==> config.mk <==
export PLATFORM = sky130hd
export DESIGN_NAME = alu
export DESIGN_NICKNAME = d
export VERILOG_FILES = /design/src/rtl/alu.sv
export SDC_FILE = /design/constraint.sdc
export NUM_CORES = 1
export LEC_CHECK = 0
export ABC_AREA = 0
export CAP_MARGIN = 20
export CORE_MARGIN = 2
export CORE_UTILIZATION = 54
export CTS_CLUSTER_DIAMETER = 40
export CTS_CLUSTER_SIZE = 10
export DETAILED_ROUTE_END_ITERATION = 6
export PLACE_DENSITY = 0.87
export SYNTH_ARGS = -nofsm -noshare
export SYNTH_HDL_FRONTEND = slang
export SYNTH_SLANG_ARGS = --single-unit
export TNS_END_PERCENT = 100
==> constraint.sdc <==
create_clock -name clk -period 0.8 [get_ports clk]
set_input_delay 0.12 -clock clk [delete_from_list [all_inputs] [get_ports clk]]
set_output_delay 0.12 -clock clk [all_outputs]
set_load 0.005 [all_outputs]
==> src/rtl/alu.sv <==
// alu: n-bit arithmetic/logic execute stage with one cycle of latency.
// A 3-bit opcode picks one of eight operations on the unsigned operands a and b.
// The n-bit result and a carry/borrow/shift-out flag are both registered.
// An unknown or unmatched opcode yields a registered zero, so X on sel never escapes.
module alu #(
    parameter int n = 4
) (
    input  logic         clk,
    input  logic         rst,
    input  logic [n-1:0] a,
    input  logic [n-1:0] b,
    input  logic [2:0]   sel,
    output logic [n-1:0] s,
    output logic         co
);

    localparam logic [2:0] OP_ADD = 3'd0;
    localparam logic [2:0] OP_SUB = 3'd1;
    localparam logic [2:0] OP_AND = 3'd2;
    localparam logic [2:0] OP_OR  = 3'd3;
    localparam logic [2:0] OP_XOR = 3'd4;
    localparam logic [2:0] OP_SHL = 3'd5;
    localparam logic [2:0] OP_SHR = 3'd6;
    localparam logic [2:0] OP_INC = 3'd7;

    // Operands widened by one bit so that the top bit of every result is the flag.
    logic [n:0]   w_a_ext;
    logic [n:0]   w_b_ext;
    logic [n:0]   w_one_ext;
    logic [n:0]   w_res;
    logic [n-1:0] r_s;
    logic         r_co;

    assign w_a_ext   = {1'b0, a};
    assign w_b_ext   = {1'b0, b};
    assign w_one_ext = {{n{1'b0}}, 1'b1};

    // Next-state result {flag, value}. Subtraction modulo 2^(n+1) leaves the
    // borrow in the top bit. A shift left exposes a[n-1] as the flag, and a shift
    // right exposes a[0].
    always_comb begin
        w_res = '0;
        case (sel)
            OP_ADD:  w_res = w_a_ext + w_b_ext;
            OP_SUB:  w_res = w_a_ext - w_b_ext;
            OP_AND:  w_res = {1'b0, a & b};
            OP_OR:   w_res = {1'b0, a | b};
            OP_XOR:  w_res = {1'b0, a ^ b};
            OP_SHL:  w_res = {a, 1'b0};
            OP_SHR:  w_res = {a[0], 1'b0, a[n-1:1]};
            OP_INC:  w_res = w_a_ext + w_one_ext;
            default: w_res = '0;
        endcase
    end

    // Output register. An asynchronous reset drops any result that is still pending.
    always_ff @(posedge clk or posedge rst) begin
        if (rst) begin
            r_s  <= '0;
            r_co <= 1'b0;
        end else begin
            r_s  <= w_res[n-1:0];
            r_co <= w_res[n];
        end
    end

    assign s  = r_s;
    assign co = r_co;

endmodule

==> out/results.ini, run 1 <==
[run_status]
status=aborted with a tool error
stop_stage=5_1_grt
first-error=[ERROR DPL-0033] detailed placement checks failed during check placement.

[synth]
synth.distinct_cells=31
synthTopCellsByCount=14 x inv_1, 13 x ha_1, 8 x a21oi_1, 8 x nor2_1
async_flop_share=1.00
ys_seq_area_frac=0.150
synthFlopType=dfrtp_1
yosys_warnings=0
synth.largest_area_cell=ha_1
yosysMostFrequentCell=inv_1
synthesis.area_um2=833
ys_seq_elements=5
syn_area_per_cell_um2=8.17
syn_nets=129
yosysTopAreaCellShare=0.195
synth_area_leaders=ha_1 20%, dfrtp_1 15%, clkbuf_8 6.6%
synth-edff-count=0
synth_cells=102

[clock_tree]
clock_path_buffers=2
cts.hold.buffers_added=0
cts_buffers=3
clock_sinks=5
root_buffer=clkbuf_4
htree_levels=1

[global_route]
antenna_found_initial=0
grt_max_degree=13

[die]
fp.dieW_um=43.3
pin_count=18
start_util=0.566
die_h_um=43.3
num_rows=14

[place]
io_buffers=17
dpl.hpwl_mm=2.00
dpl_cell_area_mm2=0.00121
gp_congestion=1.00
dpl_worst_slack_ns=-1.89

[timing]
crit_endpoint=co$_DFF_PP0_/D
worst-ep-kind=register data pin

## logic make-up after synthesis
kind of cell,count (synthesis),synth area share
and+or+nand+nor,31,0.194
adders and majority gates,14,0.219
DFF,5,0.150
buffers and inverters,19,0.135
xor gates and xnor gates,1,0.0105
AOI/OAI and AO/OA,27,0.216
muxes,5,0.0751
## metrics by stage
stage           util  instances
4_1_cts        0.910        167
3_5_place_dp   0.823        157
3_3_place_gp   0.823        157
2_1_floorplan      -        102
## what timing repair did
item	CTS
pin swaps	19
setup buffers	6
gates cloned	0
setup endpoints to repair	10
gates resized for setup	75
==> run 2, diff against run 1 <==
--- a/config.mk
+++ b/config.mk
@@ -7,12 +7,10 @@
 export LEC_CHECK = 0
 export ABC_AREA = 0
 export CAP_MARGIN = 20
-export CORE_MARGIN = 2
-export CORE_UTILIZATION = 54
-export CTS_CLUSTER_DIAMETER = 40
-export CTS_CLUSTER_SIZE = 10
+export CORE_AREA = 2 2 63 65
 export DETAILED_ROUTE_END_ITERATION = 6
-export PLACE_DENSITY = 0.87
+export DIE_AREA = 0 0 65 67
+export PLACE_DENSITY_LB_ADDON = 0.15
 export SYNTH_ARGS = -nofsm -noshare
 export SYNTH_HDL_FRONTEND = slang
 export SYNTH_SLANG_ARGS = --single-unit
==> out/results.ini, run 2 <==
[run_status]
status=complete, but fails checks  ; was aborted with a tool error
violations=setup timing

[die]
fp.coreArea_mm2=0.00361
dieArea_mm2=0.00436
die_h_um=67  ; was 43.3 µm
pin_count=18  ; unchanged
start_util=0.231  ; was 0.566
num_rows=22  ; was 14
fp.dieW_um=65  ; was 43.3 µm

[synth]
synth_area_leaders=ha_1 20%, dfrtp_1 15%, clkbuf_8 6.6%  ; unchanged
yosys_warnings=0  ; unchanged
synthTopCellsByCount=14 x inv_1, 13 x ha_1, 8 x a21oi_1, 8 x nor2_1  ; unchanged
yosysTopAreaCellShare=0.195  ; unchanged
synth.distinct_cells=31  ; unchanged
syn_nets=129  ; unchanged
yosysMostFrequentCell=inv_1  ; unchanged
synth.largest_area_cell=ha_1  ; unchanged
syn_area_per_cell_um2=8.17  ; unchanged
synthFlopType=dfrtp_1  ; unchanged
synthesis.area_um2=833  ; unchanged
ys_seq_area_frac=0.150  ; unchanged
synth-edff-count=0  ; unchanged
async_flop_share=1.00  ; unchanged
ys_seq_elements=5  ; unchanged
synth_cells=102  ; unchanged

[clock_tree]
cts.hold.buffers_added=0  ; unchanged
root_buffer=clkbuf_8  ; was clkbuf_4
cts_tree=done
htree_levels=1  ; unchanged
clock_path_buffers=2  ; unchanged
cts_buffers=3  ; unchanged
clock_sinks=5  ; unchanged
clk_pin_slew_worst_paths_ns=0.03

[detailed_routing]
drtPass1Iterations=4
detail_route.wl_per_cell_um=12.3
ant_nets=0
route.detailed.drc=0
drt_iter0_drc=32
routed_wl_mm=2.56
viasPerCell=4.49
num_vias=939

[worst_setup_path]
worst-path-max-fanout=2
worstSetupEndpoint=co
cp.required_ns=0.89
critPathSlowestCell=fa_2
worst_setup_path_start_kind=input port
endpoint_kind=flip-flop
path_cells=buf_12 -> inv_12 -> ha_4 -> nand3b_1 -> a21oi_2 -> a21o_1 -> inv_2 -> fa_2 -> nand2b_4 -> a21oi_4 -> mux2i_1 -> a221o_1
worstSetupStartpoint=b[0]
cpPeakStageDelay_ns=0.36
crit_arrival_ns=1.94
critPathKind=input port to flip-flop

[power]
vdd.ir_drop.worst_uv=333
p_total_uw=1620
powerDensity_mw_per_mm2=1040
power.static_leakage_uw=0.000762

[global_route]
grt_first_pass_wirelength_mm=4.24
grt_max_degree=12
antenna_found_initial=0
grt_use_total=0.125
overflow=0
first_global_vias=946

[final_layout]
drive_gt1_frac=0.528
layout_commonest_cell=buf_4
nNetsFinal=189
final_util=0.431
largest_reg_flops=4
fin_area_mm2=0.00155
syn2layout_area_growth_pct=86.5
final_cell_mix=38 x buf_4, 10 x ha_1, 9 x inv_1
antennaDiodeCount=0

[place]
dpl.hpwl_mm=1.93  ; was 2.00 mm
dpl_cell_area_mm2=0.00128  ; was 0.00121 mm²
gp_congestion=0.846  ; was 1.00
io_buffers=17  ; unchanged

[flow_run]
drv_cap=0

[timing]
max-slew-margin-rel=0.764
fin_crit_sh=2.31
final.min_clock_period_ns=1.85
max_freq_ghz=0.542
timing.final.ws_setup_ns=-1.05
maxSlewViolCount=0
rsz0062_at_grt=true
hold_viol_final=0
setup_violations=8
worstMarginPinSlew_ns=0.350

[worst_hold_path]
hp-class=input port to asynchronous set/reset pin

-- run 2: kinds of logic after synthesis --
family                     count (synthesis)  share of synthesized area
AOI/OAI and AO/OA                         27                      0.216
xor gates and xnor gates                   1                     0.0105
adders and majority gates                 14                      0.219
buffers and inverters                     19                      0.135
DFF                                        5                      0.150
muxes                                      5                     0.0751
and+or+nand+nor                           31                      0.194
-- run 2: per-layer routing --
layer	vias up	wire, µm	global-route usage
met3	4	71	0.0186
li1	479	-	-
met5	-	0	0
met2	16	1330	0.236
met4	0	38	0.0346
met1	440	1120	0.146
-- run 2: final cells by class --
class / instances / area [µm²]
timing repair buffer: 60 / 513
inverter: 14 / 70.1
multi-input combinational: 78 / 741
fill: 377 / 2050
sequential: 5 / 125
tap: 48 / 60.1
clock buffer: 4 / 45.0
-- run 2: where the power goes --
part / total (µW) / internal, µW / switching [µW]
clock: 455 / 341 / 114
combinational: 865 / 485 / 380
sequential: 296 / 289 / 6.75
-- run 2: what timing repair did --
item	CTS	global route
gates resized for setup	68	28
setup buffers	8	5
pin swaps	13	11
endpoints found under the setup margin	10	10
endpoints found under the hold margin	0	0
-- run 2: stage by stage --
step	hold WS (ns)	setup slack, ns	instances	setup TNS (ns)
floorplan	-0.101	-1.03	102	-3.65
global placement	0.332	-1.87	193	-8.27
detailed placement	0.330	-1.89	193	-8.31
CTS	0.107	-1.08	205	-4.01
global route	0.120	-1.11	209	-4.29
finish	0.100	-1.05	209	-3.86
-- run 2: worst max-delay path: cells and delay by family --
| family | cells | cell delay, ns |
|---|---|---|
| AOI/OAI and AO/OA | 4 | 0.72 |
| buffers and inverters | 3 | 0.17 |
| adders and majority gates | 2 | 0.60 |
| and+or+nand+nor | 2 | 0.25 |
| muxes | 1 | 0.09 |
-- run 2: worst min path at each step --
stage | endpoint | slack, ns | depth (start not counted)
finish | s[2] | 0.10 | 2
global route | s[3] | 0.12 | 2
CTS | s[2] | 0.11 | 2
detailed placement | s[2] | 0.33 | 2
global placement | s[2] | 0.33 | 2
floorplan | co | -0.10 | 1
Note: power is estimated with default switching activity, not from simulation.
